`src/rtl/radix4_div_pkg.sv`:
```
// Shared definitions for the radix-4 divider slice: FSM state encoding, the
// default operand width and the helper used to size the iteration counter.
package radix4_div_pkg;

  typedef enum logic [1:0] {
    IDLE = 2'd0,
    RUN  = 2'd1,
    DONE = 2'd2
  } state_t;

  localparam int XLEN_DEFAULT = 32;

  // Ceiling log2 for elaboration-time sizing.
  function automatic int clog2(input int value);
    int width;
    width = 0;
    for (int i = 0; i < 31; i++) begin
      if ((1 << width) < value) width = width + 1;
    end
    return width;
  endfunction

endpackage

```
`src/rtl/radix4_div_step.sv`:
```
// One radix-4 restoring step, purely combinational.
// Ports:
//   r_i      partial remainder (always < d)
//   bits_i   next two dividend bits, MSB first
//   d_i      divisor
//   d2_i     2*divisor, XLEN+2 bits
//   d3_i     3*divisor, XLEN+2 bits
//   k_o      quotient digit 0..3, largest k with k*d <= {r, bits}
//   r_next_o new partial remainder {r, bits} - k*d
module radix4_div_step #(
  parameter int XLEN = 32
) (
  input  logic [XLEN-1:0] r_i,
  input  logic [1:0]      bits_i,
  input  logic [XLEN-1:0] d_i,
  input  logic [XLEN+1:0] d2_i,
  input  logic [XLEN+1:0] d3_i,
  output logic [1:0]      k_o,
  output logic [XLEN-1:0] r_next_o
);

  logic [XLEN+1:0] r4;
  logic [XLEN-1:0] sub;

  assign r4 = {r_i, bits_i};

  // The difference is always < d, so subtracting only the low XLEN bits
  // (modulo 2^XLEN) gives the exact remainder.
  always_comb begin
    k_o = 2'd0;
    sub = '0;
    if (r4 >= d3_i) begin
      k_o = 2'd3;
      sub = d3_i[XLEN-1:0];
    end else if (r4 >= d2_i) begin
      k_o = 2'd2;
      sub = d2_i[XLEN-1:0];
    end else if (r4 >= {2'b00, d_i}) begin
      k_o = 2'd1;
      sub = d_i;
    end
    r_next_o = r4[XLEN-1:0] - sub;
  end

endmodule

```
`src/rtl/radix4_divider.sv`:
```
// Unsigned XLEN/XLEN iterative radix-4 restoring divider, 2 quotient bits
// per cycle. Start is input_valid && ready; output_valid pulses for one cycle
// and quotient/remainder hold until the next operation completes.
// Optional macro RADIX4_DIV_EARLY_EXIT_EN: skips leading zero digit pairs of
// the dividend and finishes zero-dividend / zero-divisor cases immediately.
// Ports:
//   clk, rst              clock, synchronous active-high reset
//   dividend, divisor     operands, sampled on the accept edge
//   input_valid, ready    start handshake
//   quotient, remainder   results
//   output_valid          one-cycle completion pulse
//
// state | meaning
// IDLE  | ready, waiting for input_valid
// RUN   | one radix-4 digit per cycle, counter counts down to 0
// DONE  | output_valid high, results just loaded
module radix4_divider
  import radix4_div_pkg::*;
#(
  parameter int XLEN = XLEN_DEFAULT
) (
  input  logic            clk,
  input  logic            rst,
  input  logic [XLEN-1:0] dividend,
  input  logic [XLEN-1:0] divisor,
  input  logic            input_valid,
  output logic            ready,
  output logic [XLEN-1:0] quotient,
  output logic [XLEN-1:0] remainder,
  output logic            output_valid
);

  localparam int CW = clog2(XLEN / 2);

  state_t          state_q, state_d;
  logic [CW-1:0]   cnt_q;
  logic [XLEN-1:0] r_q;
  // Dividend bits leave at the top while quotient digits enter at the bottom.
  logic [XLEN-1:0] dq_q;
  logic [XLEN-1:0] d_q;
  logic [XLEN+1:0] d3_q;
  logic [XLEN-1:0] quot_q;
  logic [XLEN-1:0] rem_q;

  logic [XLEN+1:0] d2;
  logic [1:0]      k;
  logic [XLEN-1:0] r_next;

  assign d2 = {1'b0, d_q, 1'b0};

  radix4_div_step #(.XLEN(XLEN)) u_step (
    .r_i      (r_q),
    .bits_i   (dq_q[XLEN-1:XLEN-2]),
    .d_i      (d_q),
    .d2_i     (d2),
    .d3_i     (d3_q),
    .k_o      (k),
    .r_next_o (r_next)
  );

`ifdef RADIX4_DIV_EARLY_EXIT_EN
  function automatic logic [CW:0] lz_pairs(input logic [XLEN-1:0] v);
    logic [CW:0] n;
    logic        hit;
    n   = '0;
    hit = 1'b0;
    for (int i = XLEN / 2 - 1; i >= 0; i--) begin
      if (!hit && v[2*i +: 2] == 2'b00) n = n + 1'b1;
      else hit = 1'b1;
    end
    return n;
  endfunction

  logic [CW:0] p;
  logic        zero_op;
  assign p       = lz_pairs(dividend);
  assign zero_op = (dividend == '0) || (divisor == '0);
`endif

  always_ff @(posedge clk) begin
    if (rst) state_q <= IDLE;
    else     state_q <= state_d;
  end

  always_comb begin
    state_d = state_q;
    case (state_q)
      IDLE: begin
        if (input_valid) begin
          state_d = RUN;
`ifdef RADIX4_DIV_EARLY_EXIT_EN
          if (zero_op) state_d = DONE;
`endif
        end
      end
      RUN:     if (cnt_q == '0) state_d = DONE;
      DONE:    state_d = IDLE;
      default: state_d = IDLE;
    endcase
  end

  always_ff @(posedge clk) begin
    if (rst) begin
      cnt_q  <= '0;
      r_q    <= '0;
      dq_q   <= '0;
      d_q    <= '0;
      d3_q   <= '0;
      quot_q <= '0;
      rem_q  <= '0;
    end else begin
      case (state_q)
        IDLE: begin
          if (input_valid) begin
            d_q  <= divisor;
            d3_q <= {2'b00, divisor} + {1'b0, divisor, 1'b0};
            r_q  <= '0;
`ifdef RADIX4_DIV_EARLY_EXIT_EN
            dq_q  <= dividend << {p, 1'b0};
            cnt_q <= CW'(XLEN / 2 - 1) - p[CW-1:0];
            if (zero_op) begin
              quot_q <= (divisor == '0) ? '1 : '0;
              rem_q  <= dividend;
            end
`else
            dq_q  <= dividend;
            cnt_q <= CW'(XLEN / 2 - 1);
`endif
          end
        end
        RUN: begin
          r_q   <= r_next;
          dq_q  <= {dq_q[XLEN-3:0], k};
          cnt_q <= cnt_q - 1'b1;
          if (cnt_q == '0) begin
            quot_q <= {dq_q[XLEN-3:0], k};
            rem_q  <= r_next;
          end
        end
        default: ;
      endcase
    end
  end

  assign ready        = (state_q == IDLE);
  assign output_valid = (state_q == DONE);
  assign quotient     = quot_q;
  assign remainder    = rem_q;

endmodule
```
`config.mk`:
```
export PLATFORM = sky130hd
export DESIGN_NAME = radix4_divider
export DESIGN_NICKNAME = d
export VERILOG_FILES = /design/src/rtl/radix4_div_pkg.sv /design/src/rtl/radix4_div_step.sv /design/src/rtl/radix4_divider.sv
export SDC_FILE = /design/constraint.sdc
export NUM_CORES = 1
export LEC_CHECK = 0
export BUFFER_PORTS_ARGS = -buffer_cell sky130_fd_sc_hd__buf_2
export CAP_MARGIN = 20
export CORE_MARGIN = 3
export CORE_UTILIZATION = 52
export DETAILED_ROUTE_END_ITERATION = 10
export PLACE_DENSITY = 0.72
export SLEW_MARGIN = 10
export SYNTH_ARGS = -nofsm -noshare
export SYNTH_HDL_FRONTEND = slang
export SYNTH_SLANG_ARGS = --single-unit
```
`constraint.sdc`:
```
create_clock -name clk -period 10.5 [get_ports clk]
set_clock_uncertainty 0.05 [all_clocks]
set_input_delay 1.575 -clock clk [delete_from_list [all_inputs] [get_ports clk]]
set_output_delay 1.575 -clock clk [all_outputs]
set_load 0.005 [all_outputs]
```
==> out/metrics.yaml, run 1 <==
status: "finished, final reports clean"
drc: 0
clk_latency_ps: 450
die_x_um: 164
core-area_um2: 24500
syn_area_um2: 13000
wl_per_cell_um: 17.1
crit_path_end_kind: "flop"
synthFlopType: "dfxtp_1"
antenna_found_initial: 0
clk_pin_slew_ps: 90
startpoint_type: "flop"
die_h_um: 164
startpoint: "d_q[18]"
layout.nets: 1993
grt_pass1_wl_um: 58100
diodes: 0
min_path_type: "flop to flop"
drive_gt1_share_pct: 11.0
max_slew_margin_pct: 31.5
worst_r2r_endpoint: "remainder[30]"
synth_fp_nets: 1921
start_util_pct: 53.1
overflow: 0
track_usage_pct: 26.6
worst_slew_pin_slew_ps: 1030
cts_tree: "built"
cts_buffer_depth: 2
finalSetupViolations: 0
p_leak_nw: 6.20
syn-instance-count: 1690
syn_to_final_growth_pct: 11.5
fin_setup_tns_ps: 0
yosysUniqueCellTypes: 65
rsz0062_at_grt: "no"
fmax_mhz: 150
path_max_fanout: 32
period_share_pct: 63.3
slew_violations: 0
vias: 12300
critical_path_class: "flop to flop"
cp-endpoint: "remainder[30]"
rows: 57
arrival_ps: 6950
clockRootBuffer: "clkbuf_16"
post_cts_resized: 0
hold_viol_final: 0
synthArstFlopShare_pct: 0
place_congestion: 0.941
r2r-start: "d_q[18]"
grt_max_degree: 111
io_pins: 133
postRouteAntennaNets: 0
htree_levels: 4
holdBufCountCts: 0
ys_warn_count: 0
rrSetupSlack_ps: 3850
powerDensity_nw_per_um2: 306
synth-seq-area-share_pct: 30.7
portBuffers: 132
first_global_vias: 11300
r2r_cells: 21
vias_per_cell: 5.85
cts_setup_buffers: 0
period_minus_slack_ps: 6650
synth_edf_count: 0
drt-total-wl_um: 36000
drtIter0Drc: 1008
cts_buffers: 17
cp.required_ps: 10800
die_area_um2: 26900
cts_num_sinks: 199
syn_avg_cell_area_um2: 7.69
synth_seq_cells: 199
drt_pass1_iterations: 5
place.detailed.hpwl_um: 26700
irDropWorstVdd_mv: 0.158
maxCapViolCount: 0
postLayoutCoreUtil_pct: 59.2
==> metrics by stage <==
| step | total power [W] | hold WS (ps) | worst slack, ps | instances | instance area [µm²] |
|---|---|---|---|---|---|
| floorplan | 0.00299 | 386 | 4940 | 1690 | 13000 |
| global placement | 0.00365 | 390 | 4000 | 2067 | 13900 |
| detailed placement | 0.00368 | 393 | 3950 | 2067 | 13900 |
| CTS | 0.00440 | 406 | 3920 | 2099 | 14500 |
| global route | 0.00480 | 425 | 3460 | 2099 | 14500 |
| finish | 0.00443 | 402 | 3850 | 2099 | 14500 |
==> worst min-delay path by stage <==
| stage | startpoint | endpoint | slack [ps] | depth (start not counted) |
|---|---|---|---|---|
| floorplan | d_q[31] | d_q[31] | 390 | 2 |
| global placement | quotient[22] | quotient[22] | 390 | 2 |
| detailed placement | quotient[16] | quotient[16] | 390 | 2 |
| CTS | quotient[16] | quotient[16] | 410 | 2 |
| global route | remainder[9] | remainder[9] | 420 | 2 |
| finish | quotient[16] | quotient[16] | 400 | 2 |
==> registers in the layout, summed over array words and instances (netlist names) <==
| signal | count |
|---|---|
| quotient | 32 |
| cnt_q | 4 |
| remainder | 32 |
| r_q | 32 |
| d_q | 32 |
| state_q | 2 |
| dq_q | 32 |
| d3_q | 33 |
==> synth_stat cells (all sizes together), types with 17 or more instances <==
library cell / number / area share (%)
inv: 89 / 2.6
nand2: 315 / 9.1
a21oi: 258 / 9.9
nor2: 74 / 2.1
a211oi: 23 / 1.4
a21o: 41 / 2.4
a22oi: 33 / 1.9
xor2: 17 / 1.1
nand4: 19 / 0.91
dfxtp: 199 / 31
ha: 162 / 16
o21ai: 87 / 3.4
clkbuf: 78 / 2.3
a221o: 33 / 2.5
nand3: 47 / 1.8
xnor2: 28 / 1.9
==> routing by layer <==
layer  track usage (%)  wire, µm  up-vias  part of all wire (%)
met1              40.7     18300     5700                    51
li1                  -         -     6190                     -
met4              6.11       470        0                   1.3
met2              39.3     14900      360                    42
met3              3.56      2310       36                   6.4
met5                 0         0        -                     0
==> where the power goes <==
group	switching, W	internal, W	total (W)	leakage [nW]
Clock	0.000364	0.000334	0.000698	0.305
Sequential	0.000108	0.000859	0.000967	1.63
Combinational	0.00168	0.00108	0.00277	4.27
Total	0.00215	0.00228	0.00443	6.20
==> cells in the final DEF, fill, tap and decap left out, types with 11 or more instances in the layout <==
| master | count |
|---|---|
| a22oi_1 | 33 |
| dfxtp_1 | 199 |
| a31oi_1 | 11 |
| a221o_1 | 33 |
| inv_1 | 89 |
| ha_1 | 162 |
| o21ai_0 | 85 |
| nand2_1 | 314 |
| a211oi_1 | 22 |
| nor2b_1 | 11 |
| clkbuf_16 | 17 |
| nor3_1 | 13 |
| nor2_1 | 72 |
| xnor2_1 | 28 |
| a21o_1 | 41 |
| xor2_1 | 17 |
| o21a_1 | 12 |
| buf_2 | 131 |
| nand4_1 | 19 |
| buf_4 | 13 |
| nand3_1 | 46 |
| a21oi_1 | 258 |
==> cells by family (layout without fill, tap and decap cells) <==
family                     count (synthesis)  count (layout)  share of synthesized area [%]
buffers and inverters                    181             266                           5.26
DFF                                      199             199                           30.7
xor gates and xnor gates                  45              45                           3.03
adders and majority gates                164             164                           15.9
muxes                                      2               2                          0.154
and+or+nand+nor                          543             543                           18.5
AOI/OAI and AO/OA                        556             556                           26.5
==> area by class of cell <==
type                       instances  area, µm²
clock inverter                    15        206
multi-input combinational       1310       8370
timing repair buffer             145        764
tap                              324        405
sequential                       199       3980
fill                            2329       9980
clock buffer                      17        425
inverter                          89        334
==> critical path: stages, from the launching register on <==
cell	delay, ps
dfxtp_1	380
inv_1	80
ha_1	310
a211oi_2	250
nor2_1	90
or4_1	470
or4_4	440
and2_1	170
buf_4	250
nor3_4	600
a221o_1	250
o21ai_0	170
fa_1	490
a211oi_1	260
o21bai_1	140
a211oi_1	560
o221a_2	350
o21ai_0	260
a311oi_1	520
a21oi_1	140
xor2_1	160
a21o_1	170
(Power assumes the default switching activity.)
==> run 2: changes to the inputs <==
--- a/config.mk
+++ b/config.mk
@@ -10,7 +10,7 @@
 export CORE_MARGIN = 3
 export CORE_UTILIZATION = 52
 export DETAILED_ROUTE_END_ITERATION = 10
-export PLACE_DENSITY = 0.72
+export PLACE_DENSITY = 0.75
 export SLEW_MARGIN = 10
 export SYNTH_ARGS = -nofsm -noshare
 export SYNTH_HDL_FRONTEND = slang
==> constraint.sdc (replaced) <==
create_clock -name clk -period 5.4 [get_ports clk]
set_clock_uncertainty 0.05 [all_clocks]
set_input_delay 0.81 -clock clk [delete_from_list [all_inputs] [get_ports clk]]
set_output_delay 0.81 -clock clk [all_outputs]
set_load 0.005 [all_outputs]
==> out/metrics.yaml, run 2 (synthesis results as in run 1) <==
cts_buffer_depth: 2  # unchanged
slew_violations: 0  # unchanged
clk_pin_slew_ps: 80  # about the same
layout_commonest_cell: "nand2_1"
period_share_pct: 97.7  # +34 points
arrival_ps: 5600  # -1350 ps
stdcell_area_um2: 15700  # +8.5%
layout.nets: 2130  # +6.9%
cp.required_ps: 5730  # -5070 ps
crit_family: "compound AO/OA/AOI/OAI gates"
holdBufCountCts: 0  # unchanged
clk_latency_ps: 450  # about the same
p_leak_nw: 6.93  # +12%
start_util_pct: 53.1  # unchanged
overflow: 0  # unchanged
cts_tree: "built"
core-area_um2: 24500  # unchanged
period_minus_slack_ps: 5280  # -1370 ps
largest_register: "d3_q"
syn_to_final_growth_pct: 21.0
critical_path_class: "flop to flop"
final_cell_mix: "314 x nand2_1, 252 x a21oi_1, 198 x dfxtp_1"
largest_register_ffs: 33  # unchanged
status: "finished, final reports clean"
cts_buffers: 17  # unchanged
drc: 0  # unchanged
postLayoutCoreUtil_pct: 64.3  # +5.0 points
first_global_vias: 12100  # +6.8%
die_area_um2: 26900  # unchanged
place.detailed.hpwl_um: 29000  # +8.4%
drt-total-wl_um: 39100  # +8.8%
hold_viol_final: 0  # unchanged
wl_per_cell_um: 17.5  # +2.1%
power_w: 0.0102  # +130%
path_max_fanout: 9  # -72%
die_x_um: 164  # unchanged
finalSetupViolations: 0  # unchanged
crit_path_end_kind: "flop"
rows: 57  # unchanged
hold_slack_ps: 404  # +1.52 ps
diodes: 0  # unchanged
max_stage_delay_ps: 410  # -190 ps
critPathBufInv: 5  # +3
irDropWorstVdd_mv: 0.316  # +100%
postRouteAntennaNets: 0  # unchanged
fmax_mhz: 190  # +26%
drt_pass1_iterations: 5  # unchanged
htree_levels: 4  # unchanged
rsz0062_at_grt: "yes"
io_pins: 133  # unchanged
track_usage_pct: 28.2  # +1.7 points
powerDensity_nw_per_um2: 649  # +110%
die_h_um: 164  # unchanged
portBuffers: 132  # unchanged
maxCapViolCount: 0  # unchanged
placed_cell_area_um2: 14900  # +7.3%
drive_gt1_share_pct: 18.8  # +7.8 points
max_slew_margin_pct: 49.3  # +18 points
vias_per_cell: 5.87  # +0.22%
cts_num_sinks: 199  # unchanged
cp_slowest_cell: "or3_4"
path_cells: "buf_4 -> ha_1 -> a21oi_1 -> nand2_1 -> a221o_1 -> o31a_1 -> or3_4 -> buf_12 -> buf_4 -> a221o_1 -> o21ai_0 -> ha_1 -> buf_4 -> a21oi_1 -> o21ai_0 -> a211oi_2 -> buf_4 -> o21ai_0 -> a21oi_1 -> o21ai_0 -> xor2_1 -> nand2_1 -> a21oi_2"
clockRootBuffer: "clkbuf_16"
place_congestion: 0.983  # +4.5%
antenna_found_initial: 0  # unchanged
vias: 13100  # +6.8%
drtIter0Drc: 1038  # +3.0%
startpoint_type: "flop"
worst_slew_pin_slew_ps: 760  # -268 ps
min_path_type: "flop to flop"
grt_max_degree: 89  # -20%
grt_pass1_wl_um: 61700  # +6.2%
## run 2: cell count changes in the layout (fill, tap and decap cells not counted), sizes merged
cell and delta:
buf +137
## run 2: power breakdown
part           total, W  leakage [nW]  switching, W  internal (W)
logic           0.00694          4.98       0.00384       0.00310
registers       0.00184          1.63      0.000172       0.00167
clock network   0.00141         0.318      0.000746      0.000666
## run 2: cell type report
| type | instances | area (µm²) |
|---|---|---|
| fill | 2098 | 8740 |
| multi-input combinational | 1310 | 8510 |
| sequential | 199 | 3990 |
| timing repair buffer | 282 | 1830 |
| clock buffer | 17 | 425 |
| tap | 324 | 405 |
| inverter | 89 | 334 |
| clock inverter | 15 | 235 |
## run 2: metal layers
metal	wire [µm]	up-vias	GRT usage (%)
met5	0	-	0
met4	385	0	5.81
met3	2830	28	3.81
met2	16700	450	41.6
met1	19300	6164	43.7
li1	-	6475	-
## run 2: path summary, 6_finish.rpt
path	from	end	slack, ps	cells past startpoint
setup / recovery	r_q[22]	r_q[16]	120	23
hold / removal	quotient[6]	quotient[6]	400	2
setup reg to reg	r_q[22]	r_q[16]	120	23
hold reg to reg	quotient[6]	quotient[6]	400	2
## run 2: worst min-delay path, cell delays in order (launching register included)
cell     delay [ps]
dfxtp_1         310
nand2_1          50
a21oi_1          50
## run 2: metrics by stage
step,setup slack (ps),setup TNS (ps),instances
6_report,124,0,2236
3_3_place_gp,8.94,0,2197
3_5_place_dp,-110,-469,2197
4_1_cts,-30.8,-30.8,2229
2_1_floorplan,6.74,0,1690
5_1_grt,-44.9,-156,2236
## run 2: repair_timing
item                                   in CTS  in global routing
endpoints found under the hold margin       0                  0
setup endpoints to repair                  14                 28
pin swaps                                   0                 18
resized for setup                           6                 42
buffers inserted                            0                  7
==> run 3: changes to the inputs <==
--- a/config.mk
+++ b/config.mk
@@ -10,8 +10,10 @@
 export CORE_MARGIN = 3
 export CORE_UTILIZATION = 52
 export DETAILED_ROUTE_END_ITERATION = 10
+export GPL_TIMING_DRIVEN = 0
 export PLACE_DENSITY = 0.75
 export SLEW_MARGIN = 10
 export SYNTH_ARGS = -nofsm -noshare
 export SYNTH_HDL_FRONTEND = slang
 export SYNTH_SLANG_ARGS = --single-unit
+export TNS_END_PERCENT = 50
==> out/metrics.yaml, run 3 (synthesis results as in run 1) <==
track_usage_pct: 29.2  # +0.95 points
r2r-start: "d_q[22]"
grt_max_degree: 25  # -72%
cts_buffers: 17  # unchanged
portBuffers: 131  # -0.76%
crit_path_end_kind: "flop"
io_pins: 133  # unchanged
power.switching_w: 0.00498  # +4.5%
p_leak_nw: 6.52  # -5.9%
postLayoutCoreUtil_pct: 63.1  # -1.2 points
cts_num_sinks: 199  # unchanged
core-area_um2: 24500  # unchanged
layout.nets: 2113  # -0.80%
placed_cell_area_um2: 14100  # -5.4%
clockRootBuffer: "clkbuf_16"
wl_met1_um: 18100  # -5.7%
slew_violations: 0  # unchanged
worstHoldStart: "remainder[10]"
maxCapViolCount: 0  # unchanged
drive_gt1_share_pct: 15.7  # -3.1 points
met3_length_um: 3550  # +26%
syn_to_final_growth_pct: 18.8
die_x_um: 164  # unchanged
fin_setup_tns_ps: 0  # unchanged
startpoint_type: "flop"
finalSetupViolations: 0  # unchanged
stdcell_count: 2219  # -0.76%
period_minus_slack_ps: 5400  # +122 ps
drt-total-wl_um: 41300  # +5.6%
route.met2.wl_um: 18500  # +11%
place_congestion: 0.986  # +0.26%
cts_buffer_depth: 2  # unchanged
die_h_um: 164  # unchanged
final_cell_mix: "315 x nand2_1, 249 x a21oi_1, 181 x dfxtp_1"
hold_viol_final: 0  # unchanged
die_area_um2: 26900  # unchanged
powerDensity_nw_per_um2: 665  # +2.5%
wl_per_cell_um: 18.6  # +6.4%
start_util_pct: 53.1  # unchanged
htree_levels: 4  # unchanged
worst_slew_pin_slew_ps: 920  # +160 ps
path_max_fanout: 6  # -3
internal_power_w: 0.00528  # -2.8%
swShare_pct: 48.5  # +1.8 points
overflow: 0  # unchanged
diodes: 0  # unchanged
critical_path_class: "flop to flop"
max_slew_margin_pct: 38.7  # -11 points
clock_power_share_pct: 13.4  # -0.4 points
drc: 0  # unchanged
drt_pass1_iterations: 6  # +1
clk_pin_slew_ps: 90  # about the same
rows: 57  # unchanged
place.detailed.hpwl_um: 31200  # +7.9%
largest_register: "d3_q"
min_path_type: "flop to flop"
fill_cells: 2148  # +2.4%
vias_per_cell: 5.99  # +2.1%
vias: 13300  # +1.4%
cts_tree: "built"
status: "finished, final reports clean"
arrival_ps: 5750  # +150 ps
postRouteAntennaNets: 0  # unchanged
grt_pass1_wl_um: 62300  # +0.96%
fmax_mhz: 185  # -2.3%
layout_commonest_cell: "nand2_1"
power_frac_seq_pct: 18.5  # +0.4 points
comb_power_share_pct: 68.1  # about the same
startpoint: "d_q[22]"
cp.required_ps: 5750  # +20 ps
drtIter0Drc: 1224  # +18%
stdcell_area_um2: 15400  # -1.8%
clk_latency_ps: 460  # about the same
antenna_found_initial: 0  # unchanged
irDropWorstVdd_mv: 0.332  # +5.2%
holdBufCountCts: 0  # unchanged
period_share_pct: 100  # +2.3 points
dp_cells: 2145  # -2.4%
largest_register_ffs: 33  # unchanged
first_global_vias: 12000  # -1.1%
top_layer_used: "met4"
[run 3: worst paths after layout]
check	slack, ps	to	cells after the start
worst min register to register	400	remainder[10]	2
worst min-delay path	400	remainder[10]	2
worst max-delay path	3	remainder[27]	23
worst max register to register	3	remainder[27]	23
[run 3: metal layers]
metal	global-route usage, %	vias to the layer above
met4	9.57	0
met1	40.9	6165
met5	0	-
met3	4.24	75
li1	-	6453
met2	46.1	604
[run 3: cell type report]
class                   instances  area, µm²  share of cell area (%)
well taps                     324        405                    2.63
plain buffers                  89        363                    2.35
clock buffers                  17        425                    2.76
clock inverters                15        219                    1.42
flip-flops and latches        199       4020                    26.0
multi-input cells            1310       8670                    56.2
inverters                      89        334                    2.16
repair buffers                176        997                    6.46
[run 3: power groups by stage]
stage	Clock [W]	Sequential [W]	Combinational, W
after floorplan	0	0.00184	0.00398
after global placement	0	0.00190	0.00519
after detailed placement	0	0.00191	0.00530
after CTS	0.00138	0.00188	0.00574
after global routing	0.00144	0.00192	0.00749
final	0.00138	0.00190	0.00699
[run 3: what timing repair did]
item                                    in CTS  in global routing
pin swaps                                   12                 48
gates resized for setup                     36                 93
buffers inserted                             9                 36
endpoints found under the setup margin      50                 34
[run 3: through the flow]
| step | hold slack [ps] | setup slack [ps] | total power, W |
|---|---|---|---|
| 4_1_cts | 407 | 29.9 | 0.00900 |
| 3_3_place_gp | 391 | -1230 | 0.00709 |
| 5_1_grt | 421 | -133 | 0.0108 |
| 6_report | 404 | 2.68 | 0.0103 |
| 2_1_floorplan | 386 | 6.74 | 0.00582 |
| 3_5_place_dp | 395 | -1220 | 0.00721 |
[run 3: worst max-delay path: stages, from the launching register on]
cell	delay, ps
dfxtp_2	360
inv_1	80
ha_1	300
a21oi_1	170
o21ai_1	100
or4_1	470
or4_4	540
and2_4	200
nor3_4	320
buf_6	180
buf_4	100
a221o_1	140
o21ai_2	80
ha_1	360
o211ai_1	190
a211oi_4	350
o21ai_4	120
a31oi_4	240
a31oi_4	150
buf_4	160
o21bai_1	170
xor2_1	260
nand2_1	110
a21oi_2	150
